===== config.mk =====
export PLATFORM = sky130hd
export DESIGN_NAME = keypad_scanner
export DESIGN_NICKNAME = d
export VERILOG_FILES = /design/src/rtl/keypad_pkg.sv /design/src/rtl/sync2.sv /design/src/rtl/keypad_scanner.sv
export SDC_FILE = /design/constraint.sdc
export NUM_CORES = 1
export LEC_CHECK = 0
export BUFFER_PORTS_ARGS = -buffer_cell sky130_fd_sc_hd__buf_2
export CAP_MARGIN = 5
export CORE_ASPECT_RATIO = 1.4
export CORE_UTILIZATION = 46
export CTS_BUF_LIST = sky130_fd_sc_hd__clkbuf_8
export DETAILED_ROUTE_END_ITERATION = 8
export HOLD_SLACK_MARGIN = 0.1
export PLACE_DENSITY = 0.66
export SLEW_MARGIN = 15
export SYNTH_ARGS = -nofsm -noshare
export SYNTH_HDL_FRONTEND = slang
export SYNTH_SLANG_ARGS = --single-unit

===== constraint.sdc =====
create_clock -name clk -period 2.6 [get_ports clk]
set_input_delay 0.13 -clock clk [delete_from_list [all_inputs] [get_ports clk]]
set_output_delay 0.13 -clock clk [all_outputs]
set_load 0.01 [all_outputs]

===== src/rtl/keypad_pkg.sv =====
// Shared types, decode table and helpers for the keypad scanner.
package keypad_pkg;

   typedef enum logic [0:0] {SCAN, HOLD} scan_state_t;

   // Key codes packed as 16 nibbles, entry {row,col} at bits [{row,col}*4 +: 4].
   // row0: 1 2 3 A / row1: 4 5 6 B / row2: 7 8 9 C / row3: E 0 F D
   localparam logic [63:0] KeyTable = 64'hDF0E_C987_B654_A321;

   function automatic logic [3:0] decode_key(input logic [1:0] row, input logic [1:0] col);
      logic [5:0] base;
      base = {row, col, 2'b00};
      return KeyTable[base +: 4];
   endfunction

endpackage


===== src/rtl/sync2.sv =====
// Two-flop synchronizer for the active-low keypad rows; idles high.
module sync2 (
   input  logic       clk_i,
   input  logic       rst_ni,
   input  logic [3:0] d_i,
   output logic [3:0] q_o
);

   logic [3:0] meta_q;
   logic [3:0] sync_q;

   // Shift the asynchronous rows through two flops.
   always_ff @(posedge clk_i) begin
      if (!rst_ni) begin
         meta_q <= 4'hF;
         sync_q <= 4'hF;
      end else begin
         meta_q <= d_i;
         sync_q <= meta_q;
      end
   end

   assign q_o = sync_q;

endmodule


===== src/rtl/keypad_scanner.sv =====
// 4x4 keypad column scanner: locks onto a pressed key until a confirmed release.
module keypad_scanner
   import keypad_pkg::*;
#(
   parameter int unsigned SETTLE_CYCLES  = 8,
   parameter int unsigned RELEASE_CYCLES = 16
) (
   input  logic       clk,
   input  logic       reset,
   input  logic [3:0] rows,
   output logic [3:0] cols,
   output logic [3:0] keyDecoded,
   output logic       keyPressed
);

   localparam logic [7:0] SettleLast  = 8'(SETTLE_CYCLES - 1);
   localparam logic [7:0] ReleaseLast = 8'(RELEASE_CYCLES - 1);

   logic [3:0]  row_sync;
   scan_state_t state_q, state_d;
   logic [7:0]  cnt_q, cnt_d;
   logic [1:0]  col_idx_q, col_idx_d;
   logic [1:0]  row_idx_q, row_idx_d;
   logic [3:0]  key_q, key_d;
   logic        pressed_q, pressed_d;
   logic [3:0]  cols_q, cols_d;
   logic [1:0]  low_row;

   sync2 u_sync2 (
      .clk_i  (clk),
      .rst_ni (reset),
      .d_i    (rows),
      .q_o    (row_sync)
   );

   // Lowest-index low row wins when several rows are pulled down.
   always_comb begin
      low_row = 2'd3;
      priority casez (row_sync)
         4'b???0: low_row = 2'd0;
         4'b??01: low_row = 2'd1;
         4'b?011: low_row = 2'd2;
         default: low_row = 2'd3;
      endcase
   end

   // Scan/hold next-state logic; the counter is shared between settle and release timing.
   always_comb begin
      state_d   = state_q;
      cnt_d     = cnt_q;
      col_idx_d = col_idx_q;
      row_idx_d = row_idx_q;
      key_d     = key_q;
      pressed_d = pressed_q;
      unique case (state_q)
         SCAN: begin
            if (cnt_q == SettleLast) begin
               cnt_d = 8'd0;
               if (row_sync != 4'hF) begin
                  row_idx_d = low_row;
                  key_d     = decode_key(low_row, col_idx_q);
                  pressed_d = 1'b1;
                  state_d   = HOLD;
               end else begin
                  col_idx_d = col_idx_q + 2'd1;
               end
            end else begin
               cnt_d = cnt_q + 8'd1;
            end
         end
         HOLD: begin
            if (row_sync[row_idx_q]) begin
               if (cnt_q == ReleaseLast) begin
                  cnt_d     = 8'd0;
                  pressed_d = 1'b0;
                  col_idx_d = col_idx_q + 2'd1;
                  state_d   = SCAN;
               end else begin
                  cnt_d = cnt_q + 8'd1;
               end
            end else begin
               cnt_d = 8'd0;
            end
         end
         default: state_d = SCAN;
      endcase
      cols_d = ~(4'b0001 << col_idx_d);
   end

   // State and output registers.
   always_ff @(posedge clk) begin
      if (!reset) begin
         state_q   <= SCAN;
         cnt_q     <= 8'd0;
         col_idx_q <= 2'd0;
         row_idx_q <= 2'd0;
         key_q     <= 4'h0;
         pressed_q <= 1'b0;
         cols_q    <= 4'b1110;
      end else begin
         state_q   <= state_d;
         cnt_q     <= cnt_d;
         col_idx_q <= col_idx_d;
         row_idx_q <= row_idx_d;
         key_q     <= key_d;
         pressed_q <= pressed_d;
         cols_q    <= cols_d;
      end
   end

   assign cols       = cols_q;
   assign keyDecoded = key_q;
   assign keyPressed = pressed_q;

endmodule


; Word level (Yosys, flattened, before mapping)
; Cells that the tools add are included.
[totals]
latch_bits = 0
wordCells = 50
mem_bits_rw = 0
regBits = 30
memories = 0
mem_bits_ro = 0
input_bits = 6
[classes]
eq_ne = 9
magnitude_cmp = 1
n_bitwise = 3
add_sub_neg = 2
div_mod_pow = 0
n_mul = 0
n_mux = 22
reduce_logical = 2
shift = 2
[ops]
columns = operator, count
row1 = "indexed part select 64 x 7 -> 4 bit, first input constant", 1
row2 = 2-to-1 mux 8 bit, 3
row3 = case mux 8 bit (2 select lines), 1
row4 = 2-to-1 mux 1 bit, 9
row5 = "adder 8 x 1 -> 8 bit, second input constant", 1
row6 = "== test 8 x 3 -> 1 bit, second input constant", 1
row7 = "== test 8 x 4 -> 1 bit, second input constant", 1
row8 = 2-to-1 mux 2 bit, 4
row9 = case mux 2 bit (3 select lines), 1
row10 = "inequality test 2 x 1 -> 1 bit, second input constant", 2
row11 = "inequality test 2 bit, second input constant", 2
row12 = "inequality test 4 bit, second input constant", 1
row13 = NOT 4 bit, 1
row14 = case mux 1 bit (2 select lines), 2
row15 = case mux 2 bit (2 select lines), 1
row16 = AND reduction 4 bit, 1
row17 = "<< shifter 1 x 2 -> 4 bit, first input constant", 1
row18 = "== test 3 x 2 -> 1 bit, second input constant", 1
row19 = "less-than comparator 2 x 3 -> 1 bit, second input constant", 1
row20 = AND reduction 3 bit, 1
row21 = "adder 2 x 1 -> 2 bit, second input constant", 1
row22 = binary-select mux 1 bit (select 2 bit), 1
row23 = "== test 2 x 1 -> 1 bit, second input constant", 1
row24 = NOT 1 bit, 2

; Depth between registers and ports, before layout
[logic_depth]
word_depth = 6
ltp_mapped = 7
mapped_depth_nobuf = 6

; By module
; Synthesis repeated with hierarchy kept, for this count alone.
[unflattened]
cells_unflattened = 145
hier_area_um2 = 1381.3
[modules_own_cells]
columns = mod, area_per_inst_um2, seq_area_each_um2, cells_per_inst, instances
row1 = keypad_scanner, 1171.1, 440.4, 129, 1
row2 = sync2, 210.2, 160.2, 16, 1

; Worst setup path after synthesis
; Ideal clock, no wire load.
[synth_path]
path_type = register to register
from = register col_idx_q[0]
to = register cols_q[1], in the netlist cols[1]
setup_time_ns = 0.142
arrival_time_ns = 1.666
path_slack_ns = 0.792
stages_incl_launch_ff = 7
cell_sequence = dfxtp_1 -> clkbuf_1 -> inv_1 -> ha_1 -> or3_1 -> a211oi_1 -> a41oi_1
[synth_between]
elab_chain_len = 6
elab_cells_between_ends = 8
classes_between = 1 x add/sub / 1 x shift / 5 x mux / 1 x bitwise
[synth_lines]
columns = element, line_no
row1 = from (decl), keypad_scanner.sv:22  ; logic [1:0] col_idx_q, col_idx_d;
row2 = from (signal assigned), keypad_scanner.sv:103  ; col_idx_q <= col_idx_d;
row3 = adder 2 x 1 -> 2 bit, "keypad_scanner.sv:65, keypad_scanner.sv:76"
row4 = 2-to-1 mux 2 bit (on tied branches), "keypad_scanner.sv:73, keypad_scanner.sv:59"
row5 = 2-to-1 mux 2 bit (on tied branches), "keypad_scanner.sv:72, keypad_scanner.sv:57"
row6 = case mux 2 bit (2 select lines) *, keypad_scanner.sv:55  ; unique case (state_q)
row7 = << shifter 1 x 2 -> 4 bit *, keypad_scanner.sv:87  ; cols_d = ~(4'b0001 << col_idx_d);
row8 = NOT 4 bit *, keypad_scanner.sv:87
row9 = to (signal assigned), keypad_scanner.sv:107  ; cols_q <= cols_d;
row10 = to (decl), keypad_scanner.sv:26  ; logic [3:0] cols_q, cols_d;
; Mark *: on every way between the ends. The rest lies on a longest branch, timed or not.
; A chain may end at the register's enable or synchronous reset.

; Worst setup path in the final report
; Same ends and word-level chain as after synthesis.

==> reports/results.tsv <==
metric	value	unit
cts_max_level	2	
drv_cap	0	
netlist_area	1440	µm²
grt_start_max_net_pins	21	
final_net_count	183	
use_met1	19.4	%
design_area	1660	µm²
ys_async_sr_fraction	0	%
syn_nets	164	
vdd_ir_drop_max	341	µV
cts_tree	yes	
rsz0062_at_grt	no	
area_growth	15.4	%
numCtsBuffers	5	
num_io_pins	15	
critPathLaunchType	register	
antenna_found_initial	0	
maxSlewHeadroom	73.2	%
yosysUniqueCellTypes	44	
yosys.area.top_type	dfxtp_1	
seq_area_frac_synth	41.7	%
fmax	0.523	GHz
yosys-top-cells-area	dfxtp_1 (42%), ha_1 (5.2%), nand2b_1 (4.3%)	
drt-total-wl	2840	µm
cp.required	2.74	ns
dieArea	3360	µm²
vias	1136	
drive_gt1_share	21.5	%
path_class	reg2reg	
synth_flop_cell	dfxtp_1	
antenna_cells	0	
insertion_delay	0.28	ns
port_buffers	14	
path_buf_inv	1	
syn_inst	152	
synth_edf_count	0	
grt_use_total	19.6	%
p_per_area	546	nW/µm²
initial_core_util	49.5	%
worst_pin_slew	0.393	ns
drc	0	
grt_pass1_wl	4860	µm
ys_warn_count	0	
n_fill_cell	287	
cp_slowest_stage_delay	0.51	ns
min_period	1.91	ns
grt-ovfl-total	0	
dieWidth	49.3	µm
worstHoldPathType	in2reg	
cpMaxStageDelayCell	dfxtp_1	
cts_resized	0	
hpwlAfterDp	2040	µm
end_kind	register	
detail-route-antenna-nets	0	
first_global_vias	1142	
clockRootBuffer	clkbuf_8	
min_period_over_period	73.6	%
cp.arrival	2.06	ns
core_area	2910	µm²
gr-usage-met3	4.89	%
slew_violations	0	
wl_per_cell	13.6	µm
finalClockSkew	0.00350	ns
via_per_inst	5.44	
hold_viol_final	0	
worstPathMaxFanout	10	
crit_chain	inv_1 > ha_1 > or3_1 > a211oi_1 > a41oi_1	
firstDrtPassIters	4	
ys_seq_elements	30	
cts_buffer_depth	2	
grt-busiest-layer	met2	
use_met2	37.0	%
gp_congestion	0.878	
die_y	68.2	µm
setup_viol	0	
clk_pin_slew_worst_paths	0.06	ns
setup-tns-final	0	ns
cts.sinks	30	
status	finished clean	
p_leak	0.662	nW
placedInstanceArea	1530	µm²
netlist.area_leader.share	41.7	%
critPathTopFamily	flip-flops	
rows	23	
drtIter0Drc	36	
syn_area_per_cell	9.47	µm²
-- layout make-up --
cell class | instances | area, µm² | share of cell area [%]
Multi-Input combinational cell | 110 | 787 | 47.4
Inverter | 5 | 18.8 | 1.13
Sequential cell | 30 | 601 | 36.1
Timing Repair Buffer | 19 | 118 | 7.08
Clock inverter | 2 | 8.76 | 0.527
Clock buffer | 6 | 82.6 | 4.97
Tap cell | 37 | 46.3 | 2.79
-- cell usage after synthesis (all sizes together), types with 3 or more instances --
cell,instances
a21oi,8
buf,4
clkbuf,3
dfxtp,30
ha,6
inv,4
mux2,4
mux2i,5
nand2,14
nand2b,10
nand3,11
nor2,14
nor3,3
xor2,3
-- what timing repair did --
action,4_1_cts,5_1_grt
buffers inserted,0,0
hold endpoints to repair,4,0
hold buffers,4,0
-- final timing paths --
kind / from / to / slack [ns] / depth (start not counted)
max: col_idx_q[0]$_SDFF_PN0_ / cols[1]$_SDFF_PN1_ / 0.69 / 5
max reg2reg: col_idx_q[0]$_SDFF_PN0_ / cols[1]$_SDFF_PN1_ / 0.69 / 5
min reg2reg: u_sync2.meta_q[3]$_SDFF_PN1_ / u_sync2.q_o[3]$_SDFF_PN1_ / 0.40 / 1
min: reset / u_sync2.meta_q[2]$_SDFF_PN1_ / 0.26 / 3
-- per-stage QoR --
stage | hold WS [ns] | total power [mW] | util (%) | std cells | setup slack (ns)
5_1_grt | 0.270 | 0.941 | 57.2 | 209 | 0.576
6_report | 0.258 | 0.907 | 57.2 | 209 | 0.686
3_5_place_dp | 0.316 | 0.540 | 52.6 | 197 | 0.713
4_1_cts | 0.251 | 0.921 | 57.2 | 209 | 0.710
2_1_floorplan | 0.231 | 0.526 | - | 152 | 0.792
3_3_place_gp | 0.312 | 0.537 | 52.6 | 197 | 0.771
-- kinds of logic (layout without fill, tap and decap cells) --
group                      count (synthesis)  count (layout)  share of synthesized area [%]
muxes                                     10              10                           8.17
adders and majority gates                  6               6                           5.21
DFF                                       30              30                           41.7
xor gates and xnor gates                   5               5                           3.04
AOI/OAI and AO/OA                         25              25                           14.8
and+or+nand+nor                           64              64                           23.5
buffers and inverters                     12              32                           3.65
-- registers in the layout, summed over array words and instances (netlist names) --
name	count
u_sync2.meta_q	4
keyPressed	1
cols	4
col_idx_q	2
row_idx_q	2
keyDecoded	4
state_q	1
cnt_q	8
u_sync2.q_o	4
-- worst register-to-register path: stages (launching register included) --
cell and delay (ns):
dfxtp_1 0.51, inv_1 0.21, ha_1 0.41, or3_1 0.37
a211oi_1 0.22, a41oi_1 0.06
-- report_power, final --
group	internal, mW	switching [mW]	total, mW
Clock	0.209	0.164	0.373
Sequential	0.470	0.0102	0.481
Combinational	0.0258	0.0277	0.0535
Total	0.705	0.202	0.907
-- layout by cell type, fill, tap and decap left out, drive strengths merged, types with 2 or more instances in the layout --
cell type    count
dfxtp           30
buf             15
nand2           14
nor2            14
nand3           11
nand2b          10
a21oi            8
ha               6
clkbuf           6
inv              5
mux2i            5
mux2             4
dlygate4sd3      4
nor3             3
xor2             3
nand4            2
and3             2
xnor2            2
a211oi           2
a41oi            2
a311oi           2
clkinv           2
o31ai            2
-- per-layer routing --
metal	up-vias	part of all wire (%)	routed length [µm]
met5	-	0	0
met4	0	2.9	82
met3	7	3.2	90
met2	18	52	1490
met1	533	41	1180
li1	578	-	-
Note: power is estimated with default switching activity, not from simulation.
